$ cat src/rtl/cdc_fifo_unpacker_if.sv
`default_nettype none
// ============================================================================
//  Module      : cdc_fifo_unpacker_if
//  Description : Bundle of the FIFO peek/dequeue signals and the narrow
//                valid/ready chunk stream handled by cdc_fifo_unpacker.
//                master : the unpacker (consumes FIFO words, drives chunks)
//                slave  : the environment (FIFO peek side + stream sink)
//  Signals     : DataValid_In, DataIn  - FIFO peek word and its valid
//                Deq                   - dequeue pulse back to the FIFO
//                OutValid, OutReady    - chunk stream handshake
//                OutData, OutLast      - chunk payload, last-of-word flag
//                WordCount             - words dequeued, modulo 2^16
//  Revision    : 1.0 - initial release
// ============================================================================
interface cdc_fifo_unpacker_if #(
    parameter int DataWidth = 32,
    parameter int OutWidth  = 8
);
    logic                 DataValid_In;
    logic [DataWidth-1:0] DataIn;
    logic                 Deq;
    logic                 OutValid;
    logic                 OutReady;
    logic [OutWidth-1:0]  OutData;
    logic                 OutLast;
    logic [15:0]          WordCount;

    modport master (
        input  DataValid_In, DataIn, OutReady,
        output Deq, OutValid, OutData, OutLast, WordCount
    );

    modport slave (
        output DataValid_In, DataIn, OutReady,
        input  Deq, OutValid, OutData, OutLast, WordCount
    );
endinterface
`default_nettype wire

$ cat src/rtl/cdc_fifo_unpacker.sv
`default_nettype none
// ============================================================================
//  Module      : cdc_fifo_unpacker
//  Description : Receiver-domain consumer of the CDC FIFO peek/dequeue port.
//                Each FIFO word is split into DataWidth/OutWidth chunks and
//                emitted on a valid/ready stream, LSB- or MSB-chunk first.
//                The next word is loaded on the same edge that accepts the
//                last chunk, so a continuously ready sink sees no bubbles.
//  Ports       : clk  - receiver clock
//                rst  - asynchronous active-high reset
//                bus  - cdc_fifo_unpacker_if.master (FIFO peek + chunk stream)
//  Revision    : 1.0 - initial release
// ============================================================================
module cdc_fifo_unpacker #(
    parameter int DataWidth = 32,
    parameter int OutWidth  = 8,
    parameter int LsbFirst  = 1
) (
    input  wire logic            clk,
    input  wire logic            rst,
    cdc_fifo_unpacker_if.master  bus
);
    localparam int c_N     = DataWidth / OutWidth;
    localparam int c_IDX_W = (c_N > 1) ? $clog2(c_N) : 1;
    localparam logic [c_IDX_W-1:0] c_LAST_IDX = c_IDX_W'(c_N - 1);

    typedef enum logic [0:0] {
        EMPTY = 1'b0,
        DRAIN = 1'b1
    } state_t;

    state_t               r_state;
    state_t               w_nextState;
    logic [DataWidth-1:0] r_heldWord;
    logic [c_IDX_W-1:0]   r_chunkIdx;
    logic [15:0]          r_wordCount;

    logic                 w_valid;
    logic                 w_last;
    logic                 w_accept;
    logic                 w_deq;
    logic [c_IDX_W-1:0]   w_sel;
    logic [OutWidth-1:0]  w_outData;

    // State register
    always_ff @(posedge clk or posedge rst) begin
        if (rst) begin
            r_state <= EMPTY;
        end else begin
            r_state <= w_nextState;
        end
    end

    // Next state and handshake outputs. Deq is gated by rst so the FIFO is
    // never popped while this block is held in reset.
    always_comb begin
        w_valid     = (r_state == DRAIN);
        w_last      = w_valid && (r_chunkIdx == c_LAST_IDX);
        w_accept    = w_valid && bus.OutReady;
        w_deq       = !rst && bus.DataValid_In &&
                      ((r_state == EMPTY) || (w_accept && w_last));
        w_nextState = r_state;
        if (w_deq) begin
            // A load on the last-chunk accept keeps the stream in DRAIN.
            w_nextState = DRAIN;
        end else if (w_accept && w_last) begin
            w_nextState = EMPTY;
        end
    end

    // Held word, chunk index and dequeue counter
    always_ff @(posedge clk or posedge rst) begin
        if (rst) begin
            r_heldWord  <= '0;
            r_chunkIdx  <= '0;
            r_wordCount <= '0;
        end else if (w_deq) begin
            r_heldWord  <= bus.DataIn;
            r_chunkIdx  <= '0;
            r_wordCount <= r_wordCount + 16'd1;
        end else if (w_accept && !w_last) begin
            r_chunkIdx  <= r_chunkIdx + c_IDX_W'(1);
        end
    end

    // Physical chunk position: MSB-first walks the word from the top down.
    always_comb begin
        if (LsbFirst != 0) begin
            w_sel = r_chunkIdx;
        end else begin
            w_sel = c_LAST_IDX - r_chunkIdx;
        end
    end

    always_comb begin
        w_outData = '0;
        for (int i = 0; i < c_N; i++) begin
            if (w_sel == c_IDX_W'(i)) begin
                w_outData = r_heldWord[i*OutWidth +: OutWidth];
            end
        end
    end

    assign bus.Deq       = w_deq;
    assign bus.OutValid  = w_valid;
    assign bus.OutLast   = w_last;
    assign bus.OutData   = w_outData;
    assign bus.WordCount = r_wordCount;

endmodule
`default_nettype wire

$ cat src/flat_wrapper.sv
// flat-port wrapper written by rule: the top's interface ports become plain ports
module cdc_fifo_unpacker_flat 
#(
    parameter int DataWidth = 32,
    parameter int OutWidth  = 8,
    parameter int LsbFirst  = 1
)
  (clk, rst, bus_DataValid_In, bus_DataIn, bus_OutReady, bus_Deq, bus_OutValid, bus_OutData, bus_OutLast, bus_WordCount);
  cdc_fifo_unpacker_if #(.DataWidth(DataWidth), .OutWidth(OutWidth)) bus_i ();
  input  wire logic clk;
  input  wire logic rst;
  input wire logic [$bits(bus_i.DataValid_In)-1:0] bus_DataValid_In;
  input wire logic [$bits(bus_i.DataIn)-1:0] bus_DataIn;
  input wire logic [$bits(bus_i.OutReady)-1:0] bus_OutReady;
  output wire logic [$bits(bus_i.Deq)-1:0] bus_Deq;
  output wire logic [$bits(bus_i.OutValid)-1:0] bus_OutValid;
  output wire logic [$bits(bus_i.OutData)-1:0] bus_OutData;
  output wire logic [$bits(bus_i.OutLast)-1:0] bus_OutLast;
  output wire logic [$bits(bus_i.WordCount)-1:0] bus_WordCount;
  assign bus_i.DataValid_In = bus_DataValid_In;
  assign bus_i.DataIn = bus_DataIn;
  assign bus_i.OutReady = bus_OutReady;
  assign bus_Deq = bus_i.Deq;
  assign bus_OutValid = bus_i.OutValid;
  assign bus_OutData = bus_i.OutData;
  assign bus_OutLast = bus_i.OutLast;
  assign bus_WordCount = bus_i.WordCount;
  cdc_fifo_unpacker #(.DataWidth(DataWidth), .OutWidth(OutWidth), .LsbFirst(LsbFirst)) u_core (.clk(clk), .rst(rst), .bus(bus_i));
endmodule
$ cat config.mk
export PLATFORM = sky130hd
export DESIGN_NAME = cdc_fifo_unpacker_flat
export DESIGN_NICKNAME = d
export VERILOG_FILES = /design/src/rtl/cdc_fifo_unpacker_if.sv /design/src/rtl/cdc_fifo_unpacker.sv /design/src/flat_wrapper.sv
export SDC_FILE = /design/constraint.sdc
export NUM_CORES = 1
export LEC_CHECK = 0
export BUFFER_PORTS_ARGS = -buffer_cell sky130_fd_sc_hd__clkbuf_2
export CAP_MARGIN = 20
export CORE_MARGIN = 10
export CORE_UTILIZATION = 29
export CTS_CLUSTER_DIAMETER = 50
export DETAILED_ROUTE_END_ITERATION = 6
export SYNTH_ARGS = -nofsm -noshare
export SYNTH_HDL_FRONTEND = slang
export SYNTH_SLANG_ARGS = --single-unit
$ cat constraint.sdc
create_clock -name clk -period 1.9 [get_ports clk]
set_clock_uncertainty 0.1 [all_clocks]
set_input_delay 0.095 -clock clk [delete_from_list [all_inputs] [get_ports clk]]
set_output_delay 0.095 -clock clk [all_outputs]
set_load 0.05 [all_outputs]
======== Word level (Yosys, flattened, before mapping) ========
Cells that the tools add are included.
word-level totals
  flip-flop bits (word level) ............. 51
  latch bits .............................. 0
  bits in writable memories ............... 0
  ROM bits ................................ 0
  bits of input ports ..................... 36
  output and inout bits ................... 27
  word-level logic and storage cells ...... 30
  memories ................................ 0
cells by class
  add/sub/neg operators ................... 2
  multipliers ............................. 0
  divide/modulo/power cells ............... 0
  order comparisons ....................... 0
  equality and inequality tests ........... 3
  shifts and indexed selects .............. 0
  multiplexer cells ....................... 8
  bitwise operators ....................... 1
  reduce and logical (&&, ||, !) cells .... 12
operators with widths
  cell                                                                   count
  8-bit two-way mux                                                      4
  16-bit by 1-bit adder with 16-bit output, second input constant        1
  1-bit logical AND                                                      6
  2-bit equality test, second input constant                             2
  2-bit two-way mux                                                      2
  2-bit nonzero test                                                     2
  2-bit by 1-bit adder with 2-bit output, second input constant          1
  2-bit by 1-bit equality test with 1-bit output, second input constant  1
  1-bit zero test                                                        2
  2-bit zero test                                                        1
  1-bit two-way mux                                                      2
  1-bit logical OR                                                       1
  1-bit NOT                                                              1

======== Depth between registers and ports, before layout ========
  word-level depth ........................ 6
  gate-level depth with buffers ........... 8

======== Worst setup path after synthesis ========
Ideal clock, no wire load.
  path kind ............................... register to output
  start point ............................. register u_core.r_chunkIdx[1]
  end point ............................... output port bus_OutData[4]
  data arrival time ....................... 2,250 ps
  required time ........................... 1,705 ps
  setup slack ............................. -545 ps
  cell stages (with the launch flop) ...... 8
  path through ............................ dfrtp_1 > inv_1 > ha_1 > clkbuf_1 > nand2_1 > o21ai_0 > mux2i_1 > o21ai_0
between the ends
  word-level cells in the longest chain between the ends .. 5
  elaborated cells on any way between the ends .. 8
  those cells by class .................... 3 x eq/ne; 4 x mux; 1 x reduce/logical
ends and longest elaborated chain
  item                             RTL line                 text
  start, declared                  cdc_fifo_unpacker.sv:35  logic [c_IDX_W-1:0] r_chunkIdx;
  start signal, assigned           cdc_fifo_unpacker.sv:82  r_chunkIdx <= r_chunkIdx + c_IDX_W'(1);
  2-bit zero test                  cdc_fifo_unpacker.sv:98  if (w_sel == c_IDX_W'(i)) begin
  8-bit two-way mux (3 in series)  cdc_fifo_unpacker.sv:98
  8-bit two-way mux *              cdc_fifo_unpacker.sv:98
  end, declared                    flat_wrapper.sv:17       output wire logic [$bits(bus_i.OutData)-1:0] bus_OutData;
Every way passes the cells marked *; elsewhere a longest branch is shown, timed or not.

======== Final worst setup path ========
  start point ............................. register u_core.r_chunkIdx[0]
  end point ............................... output port bus_OutData[1]
The elaborated chain is that of the path after synthesis.

==> summary.md <==
| Metric | Value |
|---|---|
| Failing checks | setup timing |
| Register area | 1280 µm² |
| Peak supply drop | about 960 µV |
| Iteration-0 DRC Markers | 23 |
| Power density over the cells | 1660 nW/µm² |
| Layout area overhead | 52.0% |
| Post-synthesis sequential area ratio | between 50% and 60% |
| Die area | 12,300 µm² |
| Routed via count | 1,844 |
| # IOs | 63 |
| Pwr Total | approximately 6 mW |
| Multi-input logic area | roughly 1200 µm² |
| Vias in the first global route | 2,066 |
| Worst-Margin Slew | roughly 0.46 ns |
| Final net count | between 300 and 400 |
| Antenna viol nets, final | 0 |
| Core ar. | just over 8000 µm² |
| Main flop type after synthesis | dfrtp_1 |
| Hold worst-path end | u_core.bus.OutValid |
| Arr. time, crit path | roughly 1.8 ns |
| Pin count of the biggest net entering global routing | 35 |
| Clock buffer depth | 2 |
| Hold path start | bus_DataValid_In |
| Slew HR | around 69% |
| Yosys cell types | 28 |
| Hold Worst Slack | 0.0418 ns |
| R2r startpoint | u_core.r_chunkIdx[0] |
| RSZ-0062 raised after global routing | yes |
| TritonCTS clock tree | yes |
| # Max-Cap Violations | 0 |
| Vias per cell | 4.46 |
| Startpoint types | register |
| Commonest non-fill, non-tap cell in the layout | clkbuf_2 |
| Routed WL | a little under 6000 µm |
| # port buffers | 62 |
| Setup violations, final | 8 |
| WP data required | around 1.7 ns |
| Worst-path maximum fanout | 8 |
| CTS Sinks | 51 |
| FF+latch count, synth | 51 |
| Internal reg-to-reg setup slack | roughly 0.060 ns |
| Register-to-Register Path Depth | 8 |
| CTS Buf Count | 5 |
| Syn Std Cell Area | ~2400 µm² |
| Number of flops mapped to enable cells by yosys | 0 |
| FILL cells | approximately 740 |
| Warnings from Yosys | 0 |
| Clk slew on worst S/H paths | 0.09 ns |
| DR WL/cell | approximately 14 µm |
| Worst-Skew Late Latency | approximately 0.30 ns |
| Final Max Tran Viols | 0 |
| GRT Residual Overflow | 0 |
| Final Hold Vio Count | 0 |
| Chip Height | 111 µm |
| Number of cells on the worst hold path | 3 |
| Clk root buf | clkbuf_8 |
| Setup Slack @ Placement | 0.0688 ns |
| Antenna violations before repair | 0 |
| Drt pass-1 iters | 4 |
| Final period util | 103% |
| Post-Syn Nets | 240 |
| First-pass GRT wire length | between 10,000 and 15,000 µm |
| Minimum clock period | 1.96 ns |
| Synth Instances | between 150 and 200 |
| Site row count | 33 |
| H-tree depth | 2 |
| Overall global routing resource usage | under 10% |
| Fmax | just over 500 MHz |
| Initial Util | a little under 30% |
| Die width | 111 µm |
| Share of layout cells above drive strength 1 | between 40% and 50% |
| Diode count | 0 |
| Dpl hpwl | 4390 µm |
| RR Endpoint | u_core.bus.WordCount[12] |
| Final worst slack | -0.0592 ns |
| Routability cong. | about 0.73 |
| Residual DRC | 0 |
| Syn avg cell area | roughly 12 µm² |
| Crit path capture type | primary output |
| Status | complete, but fails checks |
| Most frequent cells in the layout | clkbuf_2 (52), dfrtp_1 (49), dlygate4sd3_1 (33) |
| LEAKAGE | around 1.6 nW |
| Worst min-delay path class | in -> reg |
| Worst Setup Path Type | reg -> out |
| Async SR Flop Fraction | 100% |
stage by stage:
stage,cell area (µm²),utilization (%),TNS (ns),instances
final,3630,44.7,-0.319,413
after detailed placement,2930,36.0,0,367
after global routing,3630,44.7,-1.10,413
after CTS,3560,43.7,-0.496,412
after global placement,2930,36.0,0,367
after floorplan,2420,-,0,199
how the worst max path moves through the flow:
| stage | startpoint | end | slack, ns | cells past startpoint |
|---|---|---|---|---|
| after floorplan | u_core.bus.OutValid | u_core.r_heldWord[0] | 0.05 | 5 |
| after global placement | u_core.r_chunkIdx[1] | bus_OutData[7] | 0.08 | 7 |
| after detailed placement | u_core.r_chunkIdx[1] | bus_OutData[7] | 0.07 | 7 |
| after CTS | u_core.r_chunkIdx[1] | bus_OutData[1] | -0.09 | 8 |
| after global routing | u_core.r_chunkIdx[0] | bus_OutData[0] | -0.14 | 7 |
| final | u_core.r_chunkIdx[0] | bus_OutData[1] | -0.06 | 6 |
critical path, cell delays in order, from the launching register on:
cell and delay [ns]:
dfrtp_1 0.44, inv_2 0.11, buf_6 0.11, ha_4 0.27
mux2i_2 0.26, o21ai_2 0.11, buf_8 0.16
logic make-up after synthesis:
family,Yosys count,synth area share [%]
simple gates,56,11.3
compound gates,17,4.13
mux,42,19.9
xor+xnor,16,5.86
fa+ha+maj,5,2.62
buf+inv,12,2.77
flops,51,53.4
routing by layer:
metal | part of all wire [%] | wire [µm] | vias up | GRT usage (%)
met4 | 0.76 | 45 | 0 | 2.34
li1 | - | - | 906 | -
met5 | 0 | 0 | - | 0
met2 | 48 | 2840 | 42 | 16.3
met3 | 5.9 | 350 | 5 | 3.41
met1 | 45 | 2680 | 891 | 11.7
synthesized netlist by cell type (2+ instances only):
cell type | n | area share, %
clkbuf_1 | 4 | 0.63
nand2b_1 | 2 | 0.52
o21ai_0 | 16 | 3.3
xor2_1 | 4 | 1.5
dfrtp_1 | 51 | 53
mux2i_1 | 9 | 3.8
mux2_4 | 4 | 2.5
buf_6 | 2 | 0.94
nand3_1 | 6 | 1.3
nand4_1 | 4 | 1.0
and4_1 | 2 | 0.73
inv_1 | 3 | 0.47
nor3_1 | 2 | 0.42
nor2_1 | 3 | 0.47
buf_2 | 2 | 0.42
mux2_2 | 29 | 14
ha_1 | 5 | 2.6
nand2_1 | 30 | 4.7
xnor2_1 | 12 | 4.4
final cells by class:
type	instances	area share (%)
clock buffers	6	2.27
inverters	3	0.310
multi-input cells	136	33.0
flip-flops and latches	51	35.2
clock inverters	2	0.964
repair buffers	110	24.6
well taps	105	3.62
state kept, by name (all words and copies together), names as in the netlist:
register,count
u_core.bus.OutValid,1
u_core.bus.WordCount,16
u_core.r_chunkIdx,2
u_core.r_heldWord,32
where the power goes:
group          switching [mW]  leakage (nW)  internal (mW)
combinational            1.83         0.921           1.60
clock                   0.355        0.0612          0.427
sequential              0.310         0.632           1.51
what timing repair did:
action | in CTS | in global routing
pin swaps | 2 | 5
hold buffers | 33 | 0
setup buffers | 4 | 2
endpoints found under the hold margin | 51 | 0
resized for setup | 42 | 23
setup endpoints to repair | 8 | 42
Note: power is estimated with default switching activity, not from simulation.
